[config.mk]
export PLATFORM = sky130hd
export DESIGN_NAME = instruction_l1
export DESIGN_NICKNAME = d
export VERILOG_FILES = /design/src/rtl/instruction_l1.sv
export SDC_FILE = /design/constraint.sdc
export NUM_CORES = 1
export LEC_CHECK = 0
export CAP_MARGIN = 40
export CORE_UTILIZATION = 28
export DETAILED_ROUTE_END_ITERATION = 8
export PLACE_DENSITY = 0.51
export SLEW_MARGIN = 15
export SYNTH_ARGS = -nofsm -noshare
export SYNTH_HDL_FRONTEND = slang
export SYNTH_SLANG_ARGS = --single-unit
export TNS_END_PERCENT = 1
[constraint.sdc]
create_clock -name clk -period 6.1 [get_ports clk]
set_input_delay 1.22 -clock clk [delete_from_list [all_inputs] [get_ports clk]]
set_output_delay 1.22 -clock clk [all_outputs]
set_load 0.005 [all_outputs]
[src/rtl/instruction_l1.sv]
// Direct-mapped, one-word-per-line L1 instruction cache with registered hit/data outputs.
// Optional read hit/miss counters are compiled in with INSTRUCTION_L1_STATS_EN.
module instruction_l1 #(
    parameter int unsigned ADDR_W     = 16,
    parameter int unsigned DATA_W     = 16,
    parameter int unsigned INDEX_BITS = 3
) (
    input  logic              clk,
    input  logic              reset,
    input  logic              mode,
    input  logic [ADDR_W-1:0] WriteAddress_Full,
    input  logic [DATA_W-1:0] WriteValue,
    input  logic [ADDR_W-1:0] ReadAddress_Full,
    output logic [DATA_W-1:0] ReadValue,
    output logic              WriteHit,
    output logic              ReadHit
`ifdef INSTRUCTION_L1_STATS_EN
    ,
    output logic [15:0]       ReadHitCount,
    output logic [15:0]       ReadMissCount
`endif
);

    localparam int unsigned Lines = 2 ** INDEX_BITS;
    localparam int unsigned TagW  = ADDR_W - INDEX_BITS;

    logic [Lines-1:0]  valid_q, valid_d;
    logic [TagW-1:0]   tag_q  [Lines];
    logic [DATA_W-1:0] data_q [Lines];

    logic [DATA_W-1:0] read_value_q, read_value_d;
    logic              write_hit_q, write_hit_d;
    logic              read_hit_q, read_hit_d;

    logic [INDEX_BITS-1:0] w_idx, r_idx;
    logic [TagW-1:0]       w_tag, r_tag;
    logic                  w_hit, r_hit;

    assign w_idx = WriteAddress_Full[INDEX_BITS-1:0];
    assign w_tag = WriteAddress_Full[ADDR_W-1:INDEX_BITS];
    assign r_idx = ReadAddress_Full[INDEX_BITS-1:0];
    assign r_tag = ReadAddress_Full[ADDR_W-1:INDEX_BITS];

    // Lookups use pre-edge contents, so a fill is never seen by the same edge's lookup.
    assign w_hit = valid_q[w_idx] && (tag_q[w_idx] == w_tag);
    assign r_hit = valid_q[r_idx] && (tag_q[r_idx] == r_tag);

    always_comb begin
        valid_d      = valid_q;
        read_value_d = read_value_q;
        write_hit_d  = 1'b0;
        read_hit_d   = 1'b0;
        if (mode) begin
            write_hit_d    = w_hit;
            valid_d[w_idx] = 1'b1;
        end else begin
            read_hit_d   = r_hit;
            read_value_d = r_hit ? data_q[r_idx] : '0;
        end
    end

    always_ff @(posedge clk or posedge reset) begin
        if (reset) begin
            valid_q      <= '0;
            read_value_q <= '0;
            write_hit_q  <= 1'b0;
            read_hit_q   <= 1'b0;
        end else begin
            valid_q      <= valid_d;
            read_value_q <= read_value_d;
            write_hit_q  <= write_hit_d;
            read_hit_q   <= read_hit_d;
        end
    end

    // Tag/data arrays carry no reset; the valid bits alone make stale lines invisible.
    always_ff @(posedge clk) begin
        if (mode && !reset) begin
            tag_q[w_idx]  <= w_tag;
            data_q[w_idx] <= WriteValue;
        end
    end

    assign ReadValue = read_value_q;
    assign WriteHit  = write_hit_q;
    assign ReadHit   = read_hit_q;

`ifdef INSTRUCTION_L1_STATS_EN
    logic [15:0] hit_cnt_q, hit_cnt_d;
    logic [15:0] miss_cnt_q, miss_cnt_d;

    always_comb begin
        hit_cnt_d  = hit_cnt_q;
        miss_cnt_d = miss_cnt_q;
        if (!mode) begin
            if (r_hit && (hit_cnt_q != 16'hFFFF)) begin
                hit_cnt_d = hit_cnt_q + 16'd1;
            end
            if (!r_hit && (miss_cnt_q != 16'hFFFF)) begin
                miss_cnt_d = miss_cnt_q + 16'd1;
            end
        end
    end

    always_ff @(posedge clk or posedge reset) begin
        if (reset) begin
            hit_cnt_q  <= '0;
            miss_cnt_q <= '0;
        end else begin
            hit_cnt_q  <= hit_cnt_d;
            miss_cnt_q <= miss_cnt_d;
        end
    end

    assign ReadHitCount  = hit_cnt_q;
    assign ReadMissCount = miss_cnt_q;
`endif

endmodule

==> results.cfg, run 1 <==
[timing]
final.min_clock_period_ps = 3770
whs_ps = 453
slew_headroom = 0.411
final_max_slew_viol_count = 0
hold_viol = 0
tns_ps = 0
finalCritPeriodShare = 0.618
skew_ps = 19.3
finalSetupViolCount = 0
fmax_mhz = 265
worst_pin_slew_ps = 881
grt_setup_unrepaired = false

[drt]
vias = 6158
drc = 0
vias_per_cell = 4.91
wl_per_cell_um = 23.0
wl_mm = 28.8
drtPass1Iterations = 4
ant_nets = 0
drt_iter0_markers = 530

[clocking]
cts_tree = built
cts.clk_slew.worst_paths_ps = 60
htree_levels = 1
cts_inserted_buffers = 26
clk_latency_ps = 540
ctsHoldBuffers = 0
post_cts_buffers = 0
cts.sinks = 258
post_cts_resized = 0
cts_max_path_buffers = 3
cts_root_buf = clkbuf_16

[global_routing]
grt_first_pass_wirelength_mm = 42.7
use_met3 = 0.0254
grt-busiest-layer = met2
grt_start_max_net_pins = 37
grt_usage = 0.142
use_met1 = 0.175
antenna_found_initial = 3
grt_pass1_vias = 6563
gr-usage-met2 = 0.253
grt_overflow = 0

[synthesis]
yosys.cell_types.count = 50
yosys_register_bits = 258
syn_area_per_cell_um2 = 17.6
async_reset_ff_frac = 0.101
synth_edf_count = 232
synthFlopType = edfxtp_1
syn_nets = 684
syn_area_mm2 = 0.0111
syn_inst = 633
yosysWarnings = 0
ys_seq_area_frac = 0.685

[critical_path]
critical_path.startpoint = ReadAddress_Full[1]
cp.depth = 7
rr_startpoint = tag_q[5][1]
crit_type = in -> reg
required_ps = 6520
worstReg2RegEnd = ReadValue[1]
r2r_slack_ps = 3390
crit_path_end_kind = flop
cp_cell_sequence = buf_2 > nor2b_1 > a22o_1 > nor3_1 > nor4b_1 > nand4_1 > o31ai_1
cp.arrival_ps = 4190
slowest_delay_ps = 690
critPathLaunchType = primary input
r2r_cells = 6
crit_path_top_delay_cell = nand4_1
cp_max_fo = 20
critPathCapture = ReadValue[1]
critPathBufInv = 1
path_delay_family = simple AND/OR/NAND/NOR gates

[job]
drv_cap = 0

[cells_and_area]
seq_area_mm2 = 0.00762
final_common_cell = edfxtp_1
layout_common_cells = edfxtp_1 (232), clkdlybuf4s50_1 (64), mux4_2 (47)
post-route-util = 0.345
fillCellCount = 3735
drive_above_1_share = 0.227
syn2layout_area_growth_pct = 21.0
multi_input_area_mm2 = 0.00333
nNetsFinal = 766
diodes = 0

[placed_design]
routabilityCongestion = 0.818
dp_hpwl_mm = 19.0
port_buffers = 68

[floorplanning]
fp-row-count = 72
die_w_um = 201
die_h_um = 201
core-area_mm2 = 0.0389
initial_utilization = 0.286
die-area_mm2 = 0.0405
pin_count = 69

[hold_path]
holdCritPathClass = reg -> reg

[pwr]
power.density_mw_per_mm2 = 296
leakagePower_nw = 4.34
vdd_drop_max_v = 0.000146

[run_status]
status = completed
[worst min-delay path, delay by kind of cell, from the launching register on]
kind,cells,cell delay [ps]
AND/OR/NAND/NOR,1,50
flip-flops,1,320
buffers and inverters,1,60
[stage by stage]
| step | cells | worst slack, ps | total power [mW] | area (µm²) |
|---|---|---|---|---|
| floorplan | 633 | 1550 | 2.19 | 11100 |
| global placement | 1200 | 1630 | 2.32 | 12400 |
| detailed placement | 1205 | 1730 | 2.32 | 12500 |
| CTS | 1253 | 2290 | 4.02 | 13400 |
| global route | 1253 | 2070 | 4.11 | 13400 |
| finish | 1253 | 2330 | 3.98 | 13400 |
[cells by family (layout without fill, tap and decap cells)]
family | Yosys count | count (layout) | share of synthesized area
buffers and inverters | 47 | 149 | 0.0199
muxes | 117 | 117 | 0.171
AOI/OAI and AO/OA | 91 | 91 | 0.0629
DFF | 258 | 258 | 0.685
xor gates and xnor gates | 22 | 22 | 0.0173
and+or+nand+nor | 98 | 98 | 0.0435
[report_power, final]
part | switching [mW] | internal (mW)
logic | 0.173 | 0.134
clock network | 0.667 | 1.03
registers | 0.0118 | 1.96
[flip-flops by register name (all words and copies together) (netlist names)]
signal / cells
ReadHit: 1
WriteHit: 1
ReadValue: 16
tag_q: 104
data_q: 128
valid_q: 8
[worst min path at each step]
| stage | start | endpoint | slack (ps) | cells past startpoint |
|---|---|---|---|---|
| 6_report | valid_q[4] | valid_q[4] | 450 | 2 |
| 5_1_grt | valid_q[4] | valid_q[4] | 490 | 2 |
| 4_1_cts | valid_q[4] | valid_q[4] | 460 | 2 |
| 3_5_place_dp | valid_q[4] | valid_q[4] | 450 | 2 |
| 3_3_place_gp | valid_q[4] | valid_q[4] | 440 | 2 |
| 2_1_floorplan | valid_q[4] | valid_q[4] | 420 | 2 |
[cell usage after synthesis (4+ instances only)]
master	n	area, µm²
a22oi_1	5	37.5
edfxtp_1	232	6970
xor2_1	9	78.8
mux4_2	47	1060
mux2i_1	29	290
clkbuf_1	24	90.1
a22o_1	4	35.0
nor2b_1	13	81.3
a31o_2	4	35.0
mux4_1	6	158
buf_2	6	30.0
o31ai_1	16	120
inv_1	5	18.8
nor3_1	7	35.0
a21oi_1	5	25.0
a211oi_1	7	52.6
nand2_1	41	154
o21ai_0	4	20.0
nand3_1	5	25.0
a221oi_1	21	184
xnor2_1	13	114
dfrtp_1	26	651
mux2_2	35	394
buf_1	4	15.0
o22ai_1	11	68.8
nor2_1	12	45.0
[routing by layer]
layer	up-vias	routed length, µm
met3	51	1370
met4	6	629
met5	-	40
met1	3191	12100
li1	2761	-
met2	149	14600
[cell type report]
cell class                 count  share of cell area
sequential                   258               0.567
multi-input combinational    328               0.248
timing repair buffer          94              0.0668
clock buffer                  37              0.0560
tap                          518              0.0482
clock inverter                11              0.0127
inverter                       7             0.00195
Power figures use the tool's default switching activity.
==> run 2, diff against run 1 <==
==> constraint.sdc (replaced) <==
create_clock -name clk -period 3.75 [get_ports clk]
set_input_delay 0.75 -clock clk [delete_from_list [all_inputs] [get_ports clk]]
set_output_delay 0.75 -clock clk [all_outputs]
set_load 0.005 [all_outputs]
==> run 2 against run 1 <==
Effect of this change:
- wire length is 0.28% lower
- non-clock buffer count up 13
- design area is 0.40% higher
- sequential share of layout area shrank 0.23 points
- die area unchanged
- critical path depth up 2
- first-iteration DRC count fell by 17%
- worst setup slack got worse by 1500 ps
- global-route usage down 0.13 points
- core utilization grew 0.14 points
- hold slack gained 9.5 ps
- critical endpoint is now WriteHit
- largest power group unchanged
==> results.cfg, run 2 (synthesis gave the netlist of run 1 again) <==
[critical_path]
critPathCapture = WriteHit
critPathLaunchType = primary input
critical_path.startpoint = WriteAddress_Full[2]
cp_max_fo = 37
crit_path_end_kind = flop
required_ps = 4190
r2r_slack_ps = 1210
cp.arrival_ps = 3340
r2r_cells = 6
crit_path_top_delay_cell = nor2b_1
crit_type = in -> reg
worstReg2RegEnd = ReadHit
slowest_delay_ps = 660
cp_cell_sequence = clkdlybuf4s50_1 > buf_12 > nor2b_1 > buf_4 > a221oi_1 > o22ai_1 > xnor2_1 > nand4_1 > nor4_1
rr_startpoint = tag_q[1][11]

[cells_and_area]
drive_above_1_share = 0.242
nNetsFinal = 779
seq_area_mm2 = 0.00762
diodes = 0
syn2layout_area_growth_pct = 21.5
fin_cells = 1266
layout_common_cells = edfxtp_1 (232), clkdlybuf4s50_1 (64), mux4_2 (47)
top_register = data_q
multi_input_area_mm2 = 0.00334
fillCellCount = 3721
final_common_cell = edfxtp_1
largest_reg_flops = 128

[timing]
skew_ps = 7.26
fmax_mhz = 345
worst_pin_slew_ps = 771
hold_viol = 0
finalWorstSetupSlack_ps = 851
final_max_slew_viol_count = 0
slew_headroom = 0.485
tns_ps = 0
finalCritPeriodShare = 0.773
finalSetupViolCount = 0
final.min_clock_period_ps = 2900
grt_setup_unrepaired = false
whs_ps = 463

[drt]
drt_iter0_markers = 442
wl_per_cell_um = 22.7
vias = 6201
ant_nets = 0
vias_per_cell = 4.90
drtPass1Iterations = 5
drc = 0
wl_mm = 28.7

[clocking]
clk_latency_ps = 540
cts_inserted_buffers = 26
post_cts_resized = 0
cts_max_path_buffers = 3
cts_root_buf = clkbuf_16
cts.clk_slew.worst_paths_ps = 60
post_cts_buffers = 0
cts.sinks = 258
htree_levels = 1
ctsHoldBuffers = 0
cts_tree = built

[floorplanning]
core-area_mm2 = 0.0389
fp-row-count = 72
die_h_um = 201
die_w_um = 201
initial_utilization = 0.286
die-area_mm2 = 0.0405
pin_count = 69

[placed_design]
dp_hpwl_mm = 18.5
pre_cts_slack_ps = 339
port_buffers = 68
routabilityCongestion = 0.789
dp.cells = 1218

[job]
drv_cap = 0

[run_status]
status = completed

[pwr]
power.density_mw_per_mm2 = 465
leakagePower_nw = 4.39
vdd_drop_max_v = 0.000291

[global_routing]
antenna_found_initial = 0
grt_pass1_vias = 6506
grt_overflow = 0
grt_start_max_net_pins = 38
grt_first_pass_wirelength_mm = 42.5
grt_usage = 0.141

[hold_path]
holdCritPathClass = reg -> reg
run 2: changes by cell type in the layout (fill, tap and decap cells not counted), sizes merged:
cell / previous run / this run
clkbuf: 37 / 33
buf: 30 / 43
bufinv: 4 / 2
clkinv: 5 / 11
run 2: per-stage QoR:
step | instance area, µm² | util | power (mW)
finish | 13500 | 0.347 | 6.28
global route | 13500 | 0.347 | 6.47
CTS | 13500 | 0.347 | 6.35
detailed placement | 12600 | 0.325 | 3.80
global placement | 12600 | 0.325 | 3.79
floorplan | 11100 | - | 3.56
run 2: metal layers:
metal  track usage  up-vias  wire (µm)
met5             0        -          0
met2         0.249      145      14600
met3        0.0157       38       1060
met1         0.183     3241      12400
li1              -     2777          -
met4        0.0352        0        543
run 2: worst min-delay path by stage:
| stage | start | to | slack [ps] | cells after the start |
|---|---|---|---|---|
| floorplan | valid_q[4] | valid_q[4] | 420 | 2 |
| global placement | valid_q[4] | valid_q[4] | 450 | 2 |
| detailed placement | valid_q[4] | valid_q[4] | 450 | 2 |
| CTS | valid_q[4] | valid_q[4] | 470 | 2 |
| global route | valid_q[0] | valid_q[0] | 500 | 1 |
| finish | valid_q[4] | valid_q[4] | 460 | 2 |
run 2: where the power goes:
group          switching (mW)  internal [mW]  total [mW]
clock                    1.07           1.49        2.55
sequential             0.0197           3.19        3.21
combinational           0.288          0.229       0.517
run 2: layout make-up:
| cell class | instances | share of cell area |
|---|---|---|
| inverters | 7 | 0.00195 |
| clock inverters | 15 | 0.0100 |
| well taps | 518 | 0.0480 |
| repair buffers | 107 | 0.0754 |
| flip-flops and latches | 258 | 0.564 |
| clock buffers | 33 | 0.0531 |
| multi-input cells | 328 | 0.247 |
run 2: worst max-delay path, delay by kind of cell:
kind                   cells  cell delay (ps)
AND/OR/NAND/NOR            3             1150
XOR/XNOR                   1              150
AO/OA/AOI/OAI              2              290
buffers and inverters      3              970
==> run 3, diff against run 2 <==
--- a/config.mk
+++ b/config.mk
@@ -8,7 +8,7 @@
 export CAP_MARGIN = 40
 export CORE_UTILIZATION = 28
 export DETAILED_ROUTE_END_ITERATION = 8
-export PLACE_DENSITY = 0.51
+export PLACE_DENSITY = 0.52
 export SLEW_MARGIN = 15
 export SYNTH_ARGS = -nofsm -noshare
 export SYNTH_HDL_FRONTEND = slang
==> constraint.sdc (replaced) <==
create_clock -name clk -period 2.4 [get_ports clk]
set_input_delay 0.48 -clock clk [delete_from_list [all_inputs] [get_ports clk]]
set_output_delay 0.48 -clock clk [all_outputs]
set_load 0.005 [all_outputs]
==> run 3 against run 2 <==
Effect of this change:
- the run now ends with setup timing left
- combinational power is 86% higher
- clock power up 66%
- design area rose by 7.2%
- via count increased by 6.4%
- critical path depth down 3
- sequential share of layout area is 3.8 points lower
- flip-flop and latch count stayed put
- largest cell class unchanged
- highest routed layer is now met5
==> results.cfg, run 3 (synthesis gave the netlist of run 1 again) <==
[critical_path]
critPathLaunchType = flop
cp_max_fo = 2
rr_startpoint = tag_q[2][11]
critPathMostFrequentCell = or4_4
cp.arrival_ps = 3010
worstReg2RegEnd = ReadValue[3]
critical_path.startpoint = tag_q[2][11]
r2r_cells = 6
crit_path_top_delay_cell = or4_4
crit_type = reg -> reg
r2r_slack_ps = -150
crit_path_end_kind = flop
cp_cell_sequence = mux4_2 > mux2i_1 > xnor2_1 > or4_4 > or4_4 > o31ai_2
critPathBufInv = 0
required_ps = 2860
slowest_delay_ps = 540
path_delay_family = simple AND/OR/NAND/NOR gates

[hold_path]
holdCritPathClass = in -> async

[timing]
tns_ps = -293
final_max_slew_viol_count = 0
final.min_clock_period_ps = 2550
grt_setup_unrepaired = true
finalSetupViolCount = 2
finalCritPeriodShare = 1.06
hold_viol = 0
finalWorstSetupSlack_ps = -150
fmax_mhz = 392
worst_pin_slew_ps = 484
slew_headroom = 0.677
skew_ps = 27.1

[drt]
vias_per_cell = 4.85
drt_iter0_markers = 527
wl_per_cell_um = 21.8
drc = 0
ant_nets = 0
vias = 6600
drtPass1Iterations = 5
wl_mm = 29.6

[clocking]
cts.sinks = 258
cts_tree = built
ctsHoldBuffers = 0
cts_root_buf = clkbuf_16
cts.clk_slew.worst_paths_ps = 60
clk_latency_ps = 570
cts_inserted_buffers = 27
cts_max_path_buffers = 3
htree_levels = 1

[pwr]
combPwrFrac = 0.094
power.density_mw_per_mm2 = 707
vdd_drop_max_v = 0.000509
pwr-share-seq = 0.491
swShare = 0.222
power.internal_mw = 7.96
clock_power_share = 0.415
leakagePower_nw = 4.91
power_switching_mw = 2.27

[global_routing]
gr-usage-met2 = 0.248
use_met3 = 0.0206
use_met1 = 0.196
antenna_found_initial = 1
grt-busiest-layer = met2
grt_start_max_net_pins = 33
grt_pass1_vias = 6883
grt_overflow = 0
grt_usage = 0.147
grt_first_pass_wirelength_mm = 44.5

[placed_design]
dp_hpwl_mm = 20.0
routabilityCongestion = 0.837
dpl_cell_area_mm2 = 0.0134
port_buffers = 68
pre_cts_slack_ps = -556

[cells_and_area]
drive_above_1_share = 0.359
largest_reg_flops = 128
layout_common_cells = edfxtp_1 (232), buf_4 (116), clkdlybuf4s50_1 (63)
final_common_cell = edfxtp_1
diodes = 0
nNetsFinal = 872
top_register = data_q
fillCellCount = 3659
syn2layout_area_growth_pct = 30.2
finalInstanceArea_mm2 = 0.0145

[floorplanning]
die_w_um = 201
initial_utilization = 0.286
die_h_um = 201
pin_count = 69
die-area_mm2 = 0.0405
fp-row-count = 72
core-area_mm2 = 0.0389

[job]
drv_cap = 0

[run_status]
status = complete, but fails checks
violations = setup timing
run 3: cell types whose count changed in the layout (fill, tap and decap cells not counted), sizes merged:
cell,before,now
clkinv,11,9
inv,7,8
buf,43,136
bufinv,2,3
clkdlybuf4s50,64,63
clkbuf,33,34
clkinvlp,2,3
run 3: cell type report:
cell class	count	area, µm²	area share
timing repair buffer	199	1830	0.126
clock buffer	34	732	0.0506
clock inverter	16	175	0.0121
multi-input combinational	328	3440	0.238
sequential	258	7620	0.526
tap	518	648	0.0448
inverter	7	30.0	0.00208
run 3: worst register-to-register path, cell delays in order (launching register included):
cell and delay (ps):
edfxtp_1 410, mux4_2 470, mux2i_1 160, xnor2_1 130, or4_4 540, or4_4 470, o31ai_2 260
run 3: how the worst max path moves through the flow:
stage / endpoint / slack (ps) / cells after the start
3_5_place_dp: ReadValue[8] / -560 / 10
3_3_place_gp: ReadValue[3] / -510 / 7
5_1_grt: ReadValue[3] / -220 / 6
6_report: ReadValue[3] / -150 / 6
2_1_floorplan: ReadHit / -260 / 8
4_1_cts: ReadValue[3] / -110 / 6
run 3: power by group through the flow:
stage                     combinational, mW  clock, mW  sequential [mW]
after floorplan                       0.478          0             5.10
after global placement                0.946          0             5.11
after detailed placement              0.950          0             5.11
after CTS                             0.959       4.34             5.02
after global routing                   1.04       4.51             5.02
final                                 0.964       4.24             5.02
run 3: layer usage:
layer  part of all wire  vias to the layer above
met4              0.021                        2
met2               0.50                      166
met3              0.045                       37
li1                   -                     2977
met1               0.44                     3418
met5            0.00027                        -
run 3: metrics by stage:
step	hold WS (ps)	total power, mW	utilization	instances
finish	312	10.2	0.372	1360
global route	338	10.6	0.372	1360
CTS	303	10.3	0.369	1358
detailed placement	471	6.06	0.345	1308
global placement	454	6.06	0.345	1308
floorplan	383	5.58	-	633
run 3: timing repair:
item	in CTS	in global routing
cloned	0	0
resized for setup	6	21
setup buffers	0	2
endpoints found under the setup margin	16	18
pin swaps	0	3
==> variant: new RTL, flow settings as in run 3 <==
Add a define of `INSTRUCTION_L1_STATS_EN`.
--- a/src/rtl/instruction_l1.sv
+++ b/src/rtl/instruction_l1.sv
@@ -2,2 +2,4 @@
 // Optional read hit/miss counters are compiled in with INSTRUCTION_L1_STATS_EN.
+`define INSTRUCTION_L1_STATS_EN
+
 module instruction_l1 #(
Behaviour (old outputs only; new: ReadHitCount and ReadMissCount): unchanged (Yosys induction, for registers that start in step).
==> variant against run 3 <==
The flow still finishes with violations (negative setup slack). Critical path depth is 4 higher. Non-clock buffer count is 23 higher. Combinational power is 24% higher. Total power is 21% higher. Final area is 15% higher. Sequential cell count is 32 higher. Synthesized cell count is 20% higher. Utilization is 0.36 points higher. Largest power group unchanged. Routed wire length is 7.7% higher. Fmax is 19% lower. Worst setup slack worse by 0.62 ns. Synthesized area is 13% higher. Sequential share of layout area is 1.9 points lower.
==> variant: results (changes against run 3) <==
| Metric | Value |
|---|---|
| Initial DRC count | `555 (was 527)` |
| Failing checks | `negative setup slack (unchanged)` |
| Leakage | `5.89 nW (was 4.91 nW)` |
| Syn Area/Cell | `16.6 sq um (was 17.6 sq um)` |
| Clk_lat worst skew | `0.52 ns (was 0.57 ns)` |
| Status | `finished with violations (unchanged)` |
| First-pass GRT wire length | `48.1 mm (was 44.5 mm)` |
| Htree depth | `2 (was 1)` |
| Worst r2r path cells | `10 (was 6)` |
| Final cell count without fillers | `1591 (was 1360)` |
| Sequential area share after synthesis | `0.670 (was 0.685)` |
| Global-route usage over all layers | `0.143 (was 0.147)` |
| Sequential share of power | `0.463 (was 0.491)` |
| Worst r2r src | `tag_q[5][7] (was tag_q[2][11])` |
| Synth top area cells | `edfxtp_1 (55%), dfrtp_1 (12%), mux4_2 (9.9%) (was edfxtp_1 (63%), mux4_2 (9.5%), dfrtp_1 (5.9%))` |
| PnR worst setup slack | `-0.766 ns (was -0.150 ns)` |
| Rel. slew slack | `0.656 (was 0.677)` |
| Grt met2 use | `0.242 (was 0.248)` |
| Grt met3 use | `0.0278 (was 0.0206)` |
| VDD IR max | `0.371 mV (was 0.509 mV)` |
| Final Setup Violations | `49 (was 2)` |
| Dpl cell area | `15300 sq um (was 13400 sq um)` |
| Final core occ | `0.375 (was 0.372)` |
| Post-synth ARST share | `0.200 (was 0.101)` |
| CP endpoint | `ReadHitCount[11] (was ReadValue[3])` |
| Setup TNS | `-25.64 ns (was -0.293 ns)` |
| Placer Congestion | `0.806 (was 0.837)` |
| Worst Skew | `0.0181 ns (was 0.0271 ns)` |
| Power Total | `12.4 mW (was 10.2 mW)` |
| Critical Path Fanout Max | `11 (was 2)` |
| Combinational share of power | `0.097 (was 0.094)` |
| CTS buffer count | `34 (was 27)` |
| Internal power | `9.70 mW (was 7.96 mW)` |
==> variant: cell count changes in the layout (fill, tap and decap cells not counted), moves of 13 or more <==
cell / before / now
dfrtp_1: 26 / 58
clkdlybuf4s50_1: 63 / 94
mux2_2: 35 / 18
mux2i_1: 28 / 55
nand3_1: 4 / 17
mux2_1: 0 / 14
o21ai_1: 0 / 13
xor2_1: 8 / 30
nor2_1: 6 / 19
==> variant: cell type report <==
class,count,area share
Inverter,8,0.00203
Clock buffer,49,0.0577
Multi-Input combinational cell,418,0.247
Timing Repair Buffer,222,0.128
Sequential cell,290,0.507
Tap cell,592,0.0446
Clock inverter,12,0.0138
==> variant: cells by family after synthesis <==
group,after synthesis,synth area share
xor gates and xnor gates,46,0.0321
muxes,145,0.174
and+or+nand+nor,152,0.0658
AOI/OAI and AO/OA,73,0.0395
buffers and inverters,49,0.0172
DFF,290,0.670
adders and majority gates,2,0.00199
